**config.mk**
```make
export PLATFORM = sky130hd
export DESIGN_NAME = sram_burst_ctrl
export DESIGN_NICKNAME = d
export VERILOG_FILES = /design/src/rtl/sram_burst_ctrl.sv
export SDC_FILE = /design/constraint.sdc
export NUM_CORES = 1
export LEC_CHECK = 0
export CAP_MARGIN = 10
export CORE_MARGIN = 8
export CORE_UTILIZATION = 44
export CTS_BUF_LIST = sky130_fd_sc_hd__clkbuf_8
export DETAILED_ROUTE_END_ITERATION = 12
export PLACE_DENSITY = 0.84
export SETUP_SLACK_MARGIN = 0.5
export SYNTH_ARGS = -nofsm -noshare
export SYNTH_HDL_FRONTEND = slang
export SYNTH_SLANG_ARGS = --single-unit
```
**constraint.sdc**
```tcl
create_clock -name clk -period 2.28 [get_ports clk]
set_input_delay 0.228 -clock clk [delete_from_list [all_inputs] [get_ports clk]]
set_output_delay 0.228 -clock clk [all_outputs]
set_load 0.01 [all_outputs]
```
**src/rtl/sram_burst_ctrl.sv**
```systemverilog
// Burst controller between a four-requester memory arbiter and an asynchronous SRAM.
// Each granted burst runs SETUP, then BURST_LEN beats of WAIT_STATES+1 ACCESS cycles.
module sram_burst_ctrl #(
  parameter int BURST_LEN   = 4,
  parameter int WAIT_STATES = 1,
  parameter int ADDR_W      = 18
) (
  input  logic                  clk,
  input  logic                  rst_n,
  input  logic                  memory_sel,
  input  logic [3:0]            grant,
  input  logic                  rwbar,
  input  logic [4*ADDR_W-1:0]   addr_bus,
  input  logic [127:0]          wdata_bus,
  output logic [ADDR_W-1:0]     sram_addr,
  output logic                  sram_ce_n,
  output logic                  sram_oe_n,
  output logic                  sram_we_n,
  output logic [31:0]           sram_dq_o,
  input  logic [31:0]           sram_dq_i,
  output logic                  sram_dq_oe,
  output logic [31:0]           rdata,
  output logic [3:0]            rdata_valid,
  output logic [3:0]            wdata_ack,
  output logic [3:0]            done,
  output logic                  err
);

  localparam int              LB        = $clog2(BURST_LEN);
  localparam logic [2:0]      WS_LAST   = 3'(WAIT_STATES);
  localparam logic [LB-1:0]   BEAT_LAST = LB'(BURST_LEN - 1);
  localparam logic [LB-1:0]   BEAT_ONE  = LB'(1);

  typedef enum logic [1:0] {IDLE, SETUP, ACCESS, DONE} state_t;

  logic [ADDR_W-1:0] addr_arr  [4];
  logic [31:0]       wdata_arr [4];

  genvar gi;
  generate
    for (gi = 0; gi < 4; gi++) begin : g_slice
      assign addr_arr[gi]  = addr_bus[gi*ADDR_W +: ADDR_W];
      assign wdata_arr[gi] = wdata_bus[gi*32 +: 32];
    end
  endgenerate

  // Low address bits advance modulo the burst length; upper bits stay fixed.
  function automatic logic [ADDR_W-1:0] beat_addr(input logic [ADDR_W-1:0] base,
                                                  input logic [LB-1:0]     beat);
    logic [LB-1:0] low;
    low = base[LB-1:0] + beat;
    return {base[ADDR_W-1:LB], low};
  endfunction

  state_t            state_reg, state_next;
  logic [1:0]        idx_reg, idx_next;
  logic              rw_reg, rw_next;
  logic [ADDR_W-1:0] base_reg, base_next;
  logic [LB-1:0]     beat_reg, beat_next;
  logic [2:0]        wait_reg, wait_next;

  logic [ADDR_W-1:0] sram_addr_reg, sram_addr_next;
  logic              ce_n_reg, ce_n_next;
  logic              oe_n_reg, oe_n_next;
  logic              we_n_reg, we_n_next;
  logic              dq_oe_reg, dq_oe_next;
  logic [31:0]       dq_o_reg, dq_o_next;
  logic [31:0]       rdata_reg, rdata_next;
  logic [3:0]        rvalid_reg, rvalid_next;
  logic [3:0]        ack_reg, ack_next;
  logic [3:0]        done_reg, done_next;
  logic              err_reg, err_next;

  logic              grant_ok;
  logic [1:0]        grant_idx;
  logic              go_access;
  logic              go_ack;
  logic [ADDR_W-1:0] go_addr;

  assign grant_ok = (grant != 4'd0) && ((grant & (grant - 4'd1)) == 4'd0);

  always_comb begin
    grant_idx = 2'd0;
    for (int i = 0; i < 4; i++) begin
      if (grant[i]) grant_idx = 2'(i);
    end
  end

  always_comb begin
    state_next     = state_reg;
    idx_next       = idx_reg;
    rw_next        = rw_reg;
    base_next      = base_reg;
    beat_next      = beat_reg;
    wait_next      = wait_reg;
    sram_addr_next = sram_addr_reg;
    ce_n_next      = 1'b1;
    oe_n_next      = 1'b1;
    we_n_next      = 1'b1;
    dq_oe_next     = 1'b0;
    dq_o_next      = '0;
    rdata_next     = rdata_reg;
    rvalid_next    = '0;
    ack_next       = '0;
    done_next      = '0;
    err_next       = err_reg;
    go_access      = 1'b0;
    go_ack         = 1'b0;
    go_addr        = '0;

    case (state_reg)
      IDLE: begin
        if (memory_sel) begin
          if (grant_ok) begin
            state_next     = SETUP;
            idx_next       = grant_idx;
            rw_next        = rwbar;
            base_next      = addr_arr[grant_idx];
            beat_next      = '0;
            wait_next      = '0;
            ce_n_next      = 1'b0;
            sram_addr_next = addr_arr[grant_idx];
            oe_n_next      = ~rwbar;
            dq_oe_next     = ~rwbar;
            if (!rwbar) dq_o_next = wdata_arr[grant_idx];
          end else begin
            err_next = 1'b1;
          end
        end
      end
      SETUP: begin
        state_next = ACCESS;
        wait_next  = '0;
        go_access  = 1'b1;
        go_addr    = beat_addr(base_reg, beat_reg);
        go_ack     = (WS_LAST == 3'd0);
      end
      ACCESS: begin
        if (wait_reg != WS_LAST) begin
          wait_next = wait_reg + 3'd1;
          go_access = 1'b1;
          go_addr   = sram_addr_reg;
          go_ack    = ((wait_reg + 3'd1) == WS_LAST);
        end else begin
          if (rw_reg) begin
            rdata_next           = sram_dq_i;
            rvalid_next[idx_reg] = 1'b1;
          end
          if (beat_reg == BEAT_LAST) begin
            state_next         = DONE;
            done_next[idx_reg] = 1'b1;
          end else begin
            beat_next = beat_reg + BEAT_ONE;
            wait_next = '0;
            go_access = 1'b1;
            go_addr   = beat_addr(base_reg, beat_reg + BEAT_ONE);
            go_ack    = (WS_LAST == 3'd0);
          end
        end
      end
      DONE: begin
        state_next = IDLE;
      end
      default: begin
        state_next = IDLE;
      end
    endcase

    // Outputs for the coming ACCESS cycle; the ack lands in the beat's final cycle.
    if (go_access) begin
      ce_n_next      = 1'b0;
      sram_addr_next = go_addr;
      if (rw_reg) begin
        oe_n_next = 1'b0;
      end else begin
        we_n_next         = 1'b0;
        dq_oe_next        = 1'b1;
        dq_o_next         = wdata_arr[idx_reg];
        ack_next[idx_reg] = go_ack;
      end
    end
  end

  always_ff @(posedge clk or negedge rst_n) begin
    if (!rst_n) begin
      state_reg     <= IDLE;
      idx_reg       <= '0;
      rw_reg        <= 1'b0;
      base_reg      <= '0;
      beat_reg      <= '0;
      wait_reg      <= '0;
      sram_addr_reg <= '0;
      ce_n_reg      <= 1'b1;
      oe_n_reg      <= 1'b1;
      we_n_reg      <= 1'b1;
      dq_oe_reg     <= 1'b0;
      dq_o_reg      <= '0;
      rdata_reg     <= '0;
      rvalid_reg    <= '0;
      ack_reg       <= '0;
      done_reg      <= '0;
      err_reg       <= 1'b0;
    end else begin
      state_reg     <= state_next;
      idx_reg       <= idx_next;
      rw_reg        <= rw_next;
      base_reg      <= base_next;
      beat_reg      <= beat_next;
      wait_reg      <= wait_next;
      sram_addr_reg <= sram_addr_next;
      ce_n_reg      <= ce_n_next;
      oe_n_reg      <= oe_n_next;
      we_n_reg      <= we_n_next;
      dq_oe_reg     <= dq_oe_next;
      dq_o_reg      <= dq_o_next;
      rdata_reg     <= rdata_next;
      rvalid_reg    <= rvalid_next;
      ack_reg       <= ack_next;
      done_reg      <= done_next;
      err_reg       <= err_next;
    end
  end

  assign sram_addr   = sram_addr_reg;
  assign sram_ce_n   = ce_n_reg;
  assign sram_oe_n   = oe_n_reg;
  assign sram_we_n   = we_n_reg;
  assign sram_dq_oe  = dq_oe_reg;
  assign sram_dq_o   = dq_o_reg;
  assign rdata       = rdata_reg;
  assign rdata_valid = rvalid_reg;
  assign wdata_ack   = ack_reg;
  assign done        = done_reg;
  assign err         = err_reg;

endmodule
```
== Word level (Yosys, flattened, before mapping) ==
Index checks and enable logic that the tools add are counted.

* Bitwise logic cells: 7
* Order comparisons: 4
* Eq/ne operators: 13
* Reductions and logical operators: 17
* Mux-type cells: 71
* Add/sub/neg operators: 5

{| class="wikitable"
|+ Operator list
! cell !! number
|-
| 2-to-1 mux 32 bit || 10
|-
| 2-to-1 mux 18 bit || 8
|-
| binary-select mux 32 bit (select 2 bit) || 2
|-
| binary-select mux 18 bit (select 2 bit) || 1
|-
| one-hot mux 18 bit (2 select lines) || 1
|-
| 2-to-1 mux 4 bit || 8
|-
| 2-to-1 mux 1 bit || 22
|-
| 2-to-1 mux 2 bit || 10
|-
| 2-to-1 mux 3 bit || 4
|-
| AND reduction 4 bit || 3
|-
| inequality test 2 bit (second input constant) || 5
|-
| one-hot mux 3 bit (3 select lines) || 1
|-
| AND reduction 3 bit || 3
|-
| AND 4 bit || 2
|-
| one-hot mux 2 bit (4 select lines) || 1
|-
| nonzero test 2 bit || 4
|-
| == test 2 bit (second input constant) || 3
|-
| greater-or-equal comparator 3 bit (second input constant) || 2
|-
| inequality test 3 bit (second input constant) || 2
|-
| inverter 2 -> 3 bit || 2
|-
| AND reduction 5 bit || 1
|-
| adder 2 bit || 2
|-
| zero test 4 bit || 1
|-
| one-hot mux 2 bit (2 select lines) || 1
|-
| 15 further kinds || 18
|}

* Input port bits: 240
* Register bits: 127

== Longest topological paths before layout ==
Gate-level depths: netlist of the first run.

* Depth after elaboration: 13
* Gate-level depth with buffers: 9

== Least setup slack after synthesis of the first run ==
OpenSTA, ideal clock, no wires.

* Kind: register -> register
* Start: reg state_reg[0]
* End: reg sram_addr_reg[10] (netlist: sram_addr[10])
* Cell stages (with the launch flop): 8
* Arrival time: 1,757 ps
* Setup time: 125 ps
* Path slack: 398 ps
* Clock period less this slack: 1,882 ps
* Cell sequence: dfrtp_1 inv_1 ha_1 o21ai_1 a31oi_4 o21ai_4 buf_6 mux2_4

* Cells in the longest elaborated chain, start to end: 4

{| class="wikitable"
|+ RTL lines
! element !! line !! source
|-
| start, declared || 55 || <nowiki>state_t state_reg, state_next;</nowiki>
|-
| start signal, assigned || 204 || <nowiki>state_reg <= state_next;</nowiki>
|-
| == test 2 bit / == test 2 x 1 -> 1 bit (equally long branches) || 111 || <nowiki>case (state_reg)</nowiki>
|-
| one-hot mux 1 bit (2 select lines) || 111 ||
|-
| inequality test 3 bit (no line) / nonzero test 2 bit (equally long branches) || n/a ||
|-
| AND reduction 4 bit (no line) || n/a ||
|-
| end signal, assigned || 210 || <nowiki>sram_addr_reg <= sram_addr_next;</nowiki>
|-
| end, declared || 62 || <nowiki>logic [ADDR_W-1:0] sram_addr_reg, sram_addr_next;</nowiki>
|}

Parallel ways exist; a longest one is shown, timed or not.
A chain may end at the register's enable or synchronous reset.

== Worst setup path after layout of the first run ==
* Start: reg state_reg[0]
* End: reg sram_addr_reg[16] (netlist: sram_addr[16])

The elaborated chain is that of the path after synthesis.

==> flow_summary_export.csv, run 1 <==
group,metric,value,unit
power,power_frac_seq,26.7,%
cts,cts.path.max_buffers,2,
layout,drive_gt1_share,27.6,%
sta,min_period_over_period,83.1,%
synthesis,synth_seq_cells,127,
hold_path,min_path_type,"in -> async",
setup_path,r2r_start,"state_reg[0]",
setup_path,path_cells,"buf_6 > ha_4 > o21ai_4 > a31oi_4 > buf_6 > o21ai_4 > clkbuf_16 > mux2_4",
cts,clock_latency,450,ps
setup_path,rr_worst_depth,8,
setup_path,cpPeakStageDelay,410,ps
setup_path,critPathKind,"reg -> reg",
setup_path,start_kind,"register",
cts,clkTransAtPathRegs,80,ps
setup_path,critPathBufInv,3,
sta,tightest_slew,647,ps
floorplanning,die_area,21500,um2
detailed_routing,antenna_left,0,
power,p_clk_share,13.0,%
floorplanning,core-area,16600,um2
layout,fin_cells,1226,
global_routing,grt_pass1_wl,41500,um
synthesis,ys_seq_area_share,42.3,%
synthesis,synthArstFlopShare,100,%
sta,hold_viol_final,0,
placement,post-dp-hpwl,21000,um
floorplanning,die_h,147,um
synthesis,avgSynthCellArea,11.7,um2
cts,htreeDepth,4,
power,power_leakage,0.00506,uW
setup_path,cp-end-kind,"register",
sta,rsz0062_at_grt,"yes",
job,drv_cap,0,
sta,slew_violations,0,
global_routing,overflow,0,
sta,clock.fmax,527,MHz
layout,area_growth,64.2,%
sta,fin_worst_skew,12.6,ps
detailed_routing,via_per_inst,5.65,
setup_path,worstPathArrival,2230,ps
synthesis,synth-edff-count,0,
layout,seqCellArea,3190,um2
synthesis,synth_flop_cell,"dfrtp_1",
power,switching_share,37.4,%
setup_path,cp.required,2610,ps
power,power.internal,8900,uW
sta,period_minus_slack,1900,ps
power,p_comb_share,60.3,%
synthesis,yosys_warnings,0,
floorplanning,io_pins,339,
cts,cts_tree,"done",
synthesis,synthCells,642,
power,cellPowerDensity,1150,nW/um2
sta,setup_violations,0,
detailed_routing,drt_pass1_iterations,4,
setup_path,worstPathMaxFanout,8,
synthesis,yosysUniqueCellTypes,61,
setup_path,r2r_setup_slack,380,ps
power,p_switching,5310,uW
global_routing,grt_usage,24.8,%
floorplanning,die_x,147,um
detailed_routing,routed_wl,28800,um
run_status,outcome,"finished, final reports clean",
layout,nets,1238,
cts,numCtsBuffers,17,
global_routing,grt_start_max_net_pins,66,
cts,cts.sinks,127,
layout,final.fill_count,1175,
cts,clockRootBuffer,"clkbuf_8",
sta,relSlewSlack,56.9,%
detailed_routing,drc,0,
placement,gp_congestion,0.848,
floorplanning,start_util,45.1,%
detailed_routing,wl_per_cell,23.5,um
layout,multi_input_area,4440,um2
detailed_routing,drt-initial-drc-count,419,
global_routing,grt_pass1_vias,7100,
floorplanning,num_rows,47,
setup_path,crit_family,"buffers and inverters",
layout,final_area,12300,um2
setup_path,slowest_stage,"dfrtp_1",
synthesis,syn-cell-area,7510,um2
placement,place_inst,1170,
detailed_routing,vias,6933,
placement,port_buffers,338,
sta,fin_tns_setup,0,ps
synthesis,synthesis.nets,888,
setup_path,timing.rr.end,"sram_addr[16]",
placement,dpl_cell_area,11200,um2
power,vdd_drop_max,513,uV
global_routing,antenna_found_initial,1,
==> worst reg2reg max path: stages (launching register included) <==
cell and delay, ps:
dfrtp_1 410, buf_6 130, ha_4 170, o21ai_4 170
a31oi_4 70, buf_6 150, o21ai_4 190, clkbuf_16 210
mux2_4 300
==> layer usage <==
layer  share of wire (%)  global-route usage [%]  wire length [um]
met1                  37                    26.9             10600
met2                  52                    43.9             14900
met3                  10                    9.77              2920
met4                 1.4                    6.59               401
met5                   0                       0                 0
==> stage by stage <==
step                      worst slack [ps]  utilization, %  total power (uW)  hold WS, ps
final                                  384            74.1             14200          288
after global routing                   328            74.1             15000          304
after CTS                              363            70.7             13000          274
after detailed placement              43.9            67.3             10700          207
after global placement                88.5            67.3             10500          207
after floorplan                        467               -              7670        -67.6
==> synthesized netlist by cell type (all sizes together) (6+ instances only) <==
| cell | n | area share, % |
|---|---|---|
| dfrtp | 124 | 41 |
| a21oi | 6 | 0.60 |
| o21ai | 42 | 2.9 |
| buf | 30 | 2.3 |
| inv | 10 | 0.50 |
| mux4 | 32 | 9.6 |
| a211oi | 32 | 3.2 |
| mux2i | 82 | 11 |
| a22o | 16 | 1.9 |
| nor2 | 48 | 2.4 |
| clkbuf | 20 | 1.0 |
| nand2 | 58 | 2.9 |
| o221a | 16 | 2.4 |
| nand2b | 6 | 0.53 |
| ha | 6 | 1.0 |
| mux2 | 67 | 11 |
==> final cells by class <==
cell class | count | share of cell area, %
multi-input combinational | 455 | 36.0
timing repair buffer | 381 | 32.6
sequential | 127 | 25.8
tap | 220 | 2.23
clock buffer | 17 | 1.90
clock inverter | 15 | 1.12
inverter | 10 | 0.325
antenna | 1 | 0.0203
==> cell families (layout without fill, tap and decap cells) <==
kind of cell	Yosys count	after routing	share of synthesized area [%]
other	0	1	0
AOI/OAI and AO/OA	135	135	13.6
DFF	127	127	42.3
adders and majority gates	6	6	0.999
buffers and inverters	60	423	3.78
muxes	181	181	31.1
xor gates and xnor gates	5	5	0.583
and+or+nand+nor	128	128	7.64
==> power by group through the flow <==
stage | registers, uW | clock network, uW | logic (uW)
finish | 3800 | 1840 | 8580
global route | 3900 | 1990 | 9060
CTS | 3800 | 1880 | 7310
detailed placement | 3830 | 0 | 6840
global placement | 3780 | 0 | 6700
floorplan | 4050 | 0 | 3620
==> what timing repair did <==
action,CTS,global route
setup endpoints to repair,56,75
hold buffers,1,0
setup buffers,8,3
cloned,1,10
endpoints found under the hold margin,49,0
gates resized for setup,21,84
pin swaps,4,7
==> cell usage in the layout, fill, tap and decap left out, types with 3 or more instances in the layout <==
cell             netlist  layout
nor2_1                48      20
inv_2                  1       3
buf_12                 0      13
inv_6                  0       4
a211oi_1              32       6
ha_4                   0       3
mux4_2                32      32
mux2i_1               82      82
buf_4                  7      18
inv_1                  9       6
buf_6                  1       4
clkbuf_8               0      17
a21oi_1                4       4
mux2_4                10      10
clkinv_2               0       3
o221a_2               16      16
xnor2_1                3       3
clkinvlp_4             0       3
dfrtp_2                0       3
dfstp_2                3       3
nand2_1               57      57
mux2_2                57      57
o21ai_0               40      40
dfrtp_1              124     121
clkbuf_16              0       7
nor2_2                 0       9
a211oi_2               0      26
nand2b_1               5       3
nor2_4                 0      19
a22o_1                16      16
clkinv_4               0       4
clkdlybuf4s50_1        0     334
==> worst max path at each step <==
stage	start	slack, ps	cells past startpoint	endpoint
2_1_floorplan	wait_reg[2]	470	5	sram_addr[10]
3_3_place_gp	grant[3]	90	6	base_reg[7]
3_5_place_dp	grant[3]	40	6	base_reg[5]
4_1_cts	state_reg[0]	360	8	sram_addr[0]
5_1_grt	state_reg[1]	330	7	wdata_ack[0]
6_report	state_reg[0]	380	8	sram_addr[16]
Note: power is estimated with default switching activity, not from simulation.
==> run 2: changes to the inputs <==
==> constraint.sdc (replaced) <==
create_clock -name clk -period 1.9 [get_ports clk]
set_input_delay 0.19 -clock clk [delete_from_list [all_inputs] [get_ports clk]]
set_output_delay 0.19 -clock clk [all_outputs]
set_load 0.01 [all_outputs]
==> flow_summary_export.csv, run 2 (same netlist as run 1, synthesis figures left out) <==
group,metric,value,unit
run_status,outcome,"finished, final reports clean",
detailed_routing,via_per_inst,5.57,
sta,rsz0062_at_grt,"yes",
global_routing,grt_pass1_vias,7658,
layout,seqCellArea,3180,um2
detailed_routing,drc,0,
setup_path,cp.required,2230,ps
sta,slew_violations,0,
floorplanning,core-area,16600,um2
hold_path,min_path_type,"in -> async",
detailed_routing,drt-initial-drc-count,269,
layout,final.fill_count,1028,
sta,relSlewSlack,61.1,%
placement,port_buffers,338,
layout,final_common_cell,"clkdlybuf4s50_1",
cts,cts.path.max_buffers,2,
setup_path,worstPathMaxFanout,20,
placement,gp_congestion,0.779,
layout,multi_input_area,4560,um2
detailed_routing,vias,7086,
setup_path,worstPathArrival,2220,ps
floorplanning,num_rows,47,
power,vdd_drop_max,927,uV
sta,hold_viol_final,0,
setup_path,r2r_start,"state_reg[1]",
cts,cts.sinks,127,
cts,cts_tree,"done",
sta,holdWs,271,ps
layout,antenna_cells,0,
global_routing,grt_start_max_net_pins,66,
layout,final_util,78.8,%
setup_path,critPathKind,"reg -> reg",
floorplanning,die_area,21500,um2
setup_path,start_kind,"register",
sta,fin_worst_skew,10.0,ps
detailed_routing,drt_pass1_iterations,5,
power,power_leakage,0.00615,uW
sta,period_minus_slack,1890,ps
cts,clockRootBuffer,"clkbuf_8",
setup_path,cp-end-kind,"register",
placement,dpl_cell_area,11500,um2
layout,area_growth,74.5,%
floorplanning,die_x,147,um
floorplanning,start_util,45.1,%
power,cellPowerDensity,1360,nW/um2
cts,numCtsBuffers,17,
sta,setup_ws,6.74,ps
global_routing,antenna_found_initial,0,
detailed_routing,routed_wl,29500,um
global_routing,overflow,0,
layout,layout_common_cells,"clkdlybuf4s50_1, dfrtp_1, mux2i_1",
placement,dp_slack,-301,ps
global_routing,grt_usage,25.6,%
layout,final_area,13100,um2
detailed_routing,wl_per_cell,23.2,um
floorplanning,io_pins,339,
layout,nets,1286,
global_routing,grt_pass1_wl,43500,um
sta,min_period_over_period,99.6,%
placement,post-dp-hpwl,20200,um
cts,clock_latency,450,ps
layout,drive_gt1_share,31.1,%
cts,clkTransAtPathRegs,70,ps
sta,fin_tns_setup,0,ps
sta,tightest_slew,584,ps
detailed_routing,antenna_left,0,
cts,htreeDepth,4,
job,drv_cap,0,
sta,clock.fmax,528,MHz
setup_path,cp-startpoint,"state_reg[1]",
sta,setup_violations,0,
floorplanning,die_h,147,um
[run 2: cell count changes in the layout (fill, tap and decap cells not counted), moves of 19 or more]
| cell | before | now |
|---|---|---|
| dlymetal6s2s_1 | 0 | 35 |
| buf_4 | 18 | 42 |
| mux2_2 | 57 | 38 |
| mux2_4 | 10 | 29 |
| dlygate4sd2_1 | 1 | 60 |
| clkdlybuf4s50_1 | 334 | 235 |
[run 2: report_power, final]
part	switching (uW)	leakage [uW]	internal, uW
Clock	1130	0.000216	1500
Combinational	4810	0.00435	5820
Sequential	635	0.00158	3890
Total	6570	0.00615	11200
[run 2: metal layers]
layer,vias up,GRT usage [%],routed length (um)
li1,3218,-,-
met1,3527,29.0,11200
met2,299,44.1,15200
met3,42,9.86,2520
met4,0,7.01,594
met5,-,0,0
[run 2: path summary, 6_finish.rpt]
kind                                 endpoint  slack (ps)  depth (start not counted)
worst max-delay path            sram_addr[14]           7                          6
worst min-delay path                rdata[14]         270                          2
worst max register to register  sram_addr[14]           7                          6
worst min register to register      rdata[29]         510                          1
max in group asynchronous        base_reg[13]         970                          3
min in group clk                    rdata[26]         360                          2
[run 2: stage by stage]
step | std cells | total power (uW)
after global routing | 1272 | 18600
after detailed placement | 1196 | 13400
after global placement | 1196 | 13100
after CTS | 1256 | 16700
final | 1272 | 17800
after floorplan | 642 | 9590
[run 2: layout make-up]
class | instances | area share (%)
repair buffers | 429 | 35.1
multi-input cells | 455 | 34.8
flip-flops and latches | 127 | 24.3
well taps | 220 | 2.10
clock buffers | 19 | 1.99
clock inverters | 12 | 1.41
inverters | 10 | 0.286
[run 2: what timing repair did]
item | in CTS | in global routing
resized for setup | 129 | 112
pin swaps | 6 | 10
gates cloned | 9 | 6
hold buffers | 1 | 0
endpoints found under the setup margin | 225 | 165
hold endpoints to repair | 42 | 0
setup buffers | 19 | 10
[run 2: critical path, stage by stage (launching register included)]
cell,delay (ps)
dfrtp_1,410
inv_2,90
ha_4,290
o21ai_4,60
a31o_2,380
a22o_1,270
mux2_4,270
==> run 3: changes to the inputs <==
==> constraint.sdc (replaced) <==
create_clock -name clk -period 1.9 [get_ports clk]
set_input_delay 0.38 -clock clk [delete_from_list [all_inputs] [get_ports clk]]
set_output_delay 0.38 -clock clk [all_outputs]
set_load 0.01 [all_outputs]
==> flow_summary_export.csv, run 3 (same netlist as run 1, synthesis figures left out) <==
group,metric,value,unit
sta,fin_worst_skew,13.8,ps
detailed_routing,via_per_inst,5.63,
floorplanning,start_util,45.1,%
layout,drive_gt1_share,43.0,%
setup_path,worstPathMaxFanout,6,
job,drv_cap,0,
power,cellPowerDensity,1420,nW/um2
placement,place_inst,1211,
setup_path,rr_worst_depth,8,
global_routing,overflow,0,
setup_path,critPathKind,"reg -> reg",
hold_path,min_path_type,"in -> async",
cts,clock_latency,440,ps
power,power_leakage,0.00610,uW
setup_path,cp.required,2230,ps
setup_path,timing.rr.end,"sram_addr[15]",
setup_path,critPathBufInv,3,
cts,clockRootBuffer,"clkbuf_8",
cts,cts.path.max_buffers,2,
layout,area_growth,75.7,%
detailed_routing,vias,7398,
sta,tightest_slew,496,ps
run_status,violations,"setup timing",
layout,fin_cells,1313,
placement,gp_congestion,0.808,
setup_path,start_kind,"register",
floorplanning,die_area,21500,um2
setup_path,cpPeakStageDelay,410,ps
cts,clkTransAtPathRegs,80,ps
floorplanning,die_x,147,um
cts,numCtsBuffers,17,
detailed_routing,wl_per_cell,23.7,um
run_status,outcome,"finished with violations",
detailed_routing,drt_pass1_iterations,5,
setup_path,path_cells,"buf_6 > ha_4 > o21ai_4 > a31oi_4 > buf_12 > o21ai_4 > clkbuf_16 > mux2_4",
detailed_routing,antenna_left,0,
sta,setup_violations,17,
floorplanning,die_h,147,um
floorplanning,num_rows,47,
detailed_routing,drt-initial-drc-count,485,
global_routing,grt_usage,25.4,%
cts,cts.sinks,127,
placement,port_buffers,338,
sta,period_minus_slack,1940,ps
sta,relSlewSlack,66.8,%
global_routing,grt_pass1_vias,7666,
setup_path,cp-end-kind,"register",
setup_path,r2r_setup_slack,-40,ps
power,vdd_drop_max,866,uV
sta,clock.fmax,516,MHz
setup_path,worstPathArrival,2270,ps
floorplanning,core-area,16600,um2
layout,final_common_cell,"clkdlybuf4s50_1",
cts,cts_tree,"done",
sta,hold_viol_final,0,
detailed_routing,routed_wl,31100,um
sta,rsz0062_at_grt,"yes",
setup_path,r2r_start,"state_reg[1]",
cts,htreeDepth,4,
sta,slew_violations,0,
layout,layout_common_cells,"clkdlybuf4s50_1, dfrtp_1, mux2i_1",
setup_path,cpMostUsedCell,"o21ai_4",
layout,nets,1325,
detailed_routing,drc,0,
sta,setup_ws,-38.1,ps
sta,min_period_over_period,102,%
sta,fin_tns_setup,-357,ps
placement,post-dp-hpwl,20200,um
setup_path,crit_family,"buffers and inverters",
global_routing,antenna_found_initial,0,
setup_path,slowest_stage,"dfrtp_1",
floorplanning,io_pins,339,
global_routing,grt_pass1_wl,43400,um
global_routing,grt_start_max_net_pins,49,
power,total_power,18700,uW
layout,final.fill_count,961,
==> run 3: changes by cell type in the layout (fill, tap and decap cells not counted), moves of 5 or more <==
cell            previous run  this run
nor2_4                    19        13
buf_2                      4        74
mux2_4                    29        67
dlymetal6s2s_1            35         6
dlygate4sd2_1             60         2
mux2_2                    38         0
buf_16                    10         3
nor2_1                    24        19
buf_4                     42        77
nor2_2                     5        16
clkbuf_2                   0         9
buf_6                     18        33
==> run 3: stage by stage <==
| stage | utilization, % | worst slack, ps | hold WS (ps) | instance area (um2) |
|---|---|---|---|---|
| final | 79.3 | -38.1 | 464 | 13200 |
| after global routing | 79.3 | -107 | 493 | 13200 |
| after global placement | 69.9 | -374 | 362 | 11600 |
| after detailed placement | 69.9 | -414 | 365 | 11600 |
| after CTS | 73.8 | -67.2 | 459 | 12300 |
| after floorplan | - | 87.5 | 84.4 | 7700 |
==> run 3: layout make-up <==
class	count	area, um2	area share [%]
well taps	220	275	2.09
flip-flops and latches	127	3190	24.1
clock inverters	12	166	1.26
multi-input cells	455	4750	36.0
inverters	10	45.0	0.341
repair buffers	468	4500	34.1
clock buffers	20	275	2.09
diodes	1	2.50	0.0190
==> run 3: power breakdown <==
group | switching (uW) | internal, uW
combinational | 5140 | 6380
sequential | 685 | 3890
clock | 1110 | 1520
total | 6930 | 11800
==> run 3: how the worst max path moves through the flow <==
stage | from | end | cells after the start
2_1_floorplan | wait_reg[2] | sram_addr[10] | 5
5_1_grt | state_reg[0] | sram_dq_o[2] | 9
3_3_place_gp | grant[3] | sram_addr[7] | 8
3_5_place_dp | grant[3] | sram_addr[7] | 8
4_1_cts | state_reg[0] | sram_addr[7] | 8
6_report | state_reg[1] | sram_addr[15] | 8
==> run 3: per-layer routing <==
| layer | up-vias | global-route usage (%) | part of all wire [%] |
|---|---|---|---|
| li1 | 3287 | - | - |
| met1 | 3701 | 28.0 | 38 |
| met2 | 362 | 45.2 | 51 |
| met3 | 48 | 9.27 | 8.6 |
| met4 | 0 | 7.06 | 2.3 |
| met5 | - | 0 | 0 |
==> run 3: worst register-to-register path, stage by stage (launching register included) <==
cell	delay, ps
dfrtp_1	410
buf_6	130
ha_4	170
o21ai_4	180
a31oi_4	70
buf_12	150
o21ai_4	210
clkbuf_16	210
mux2_4	300
==> run 3: what timing repair did <==
action	in CTS	in global routing
setup buffers	27	27
endpoints found under the hold margin	40	0
hold buffers	1	0
pin swaps	8	11
gates cloned	1	13
setup endpoints to repair	225	165
gates resized for setup	424	147
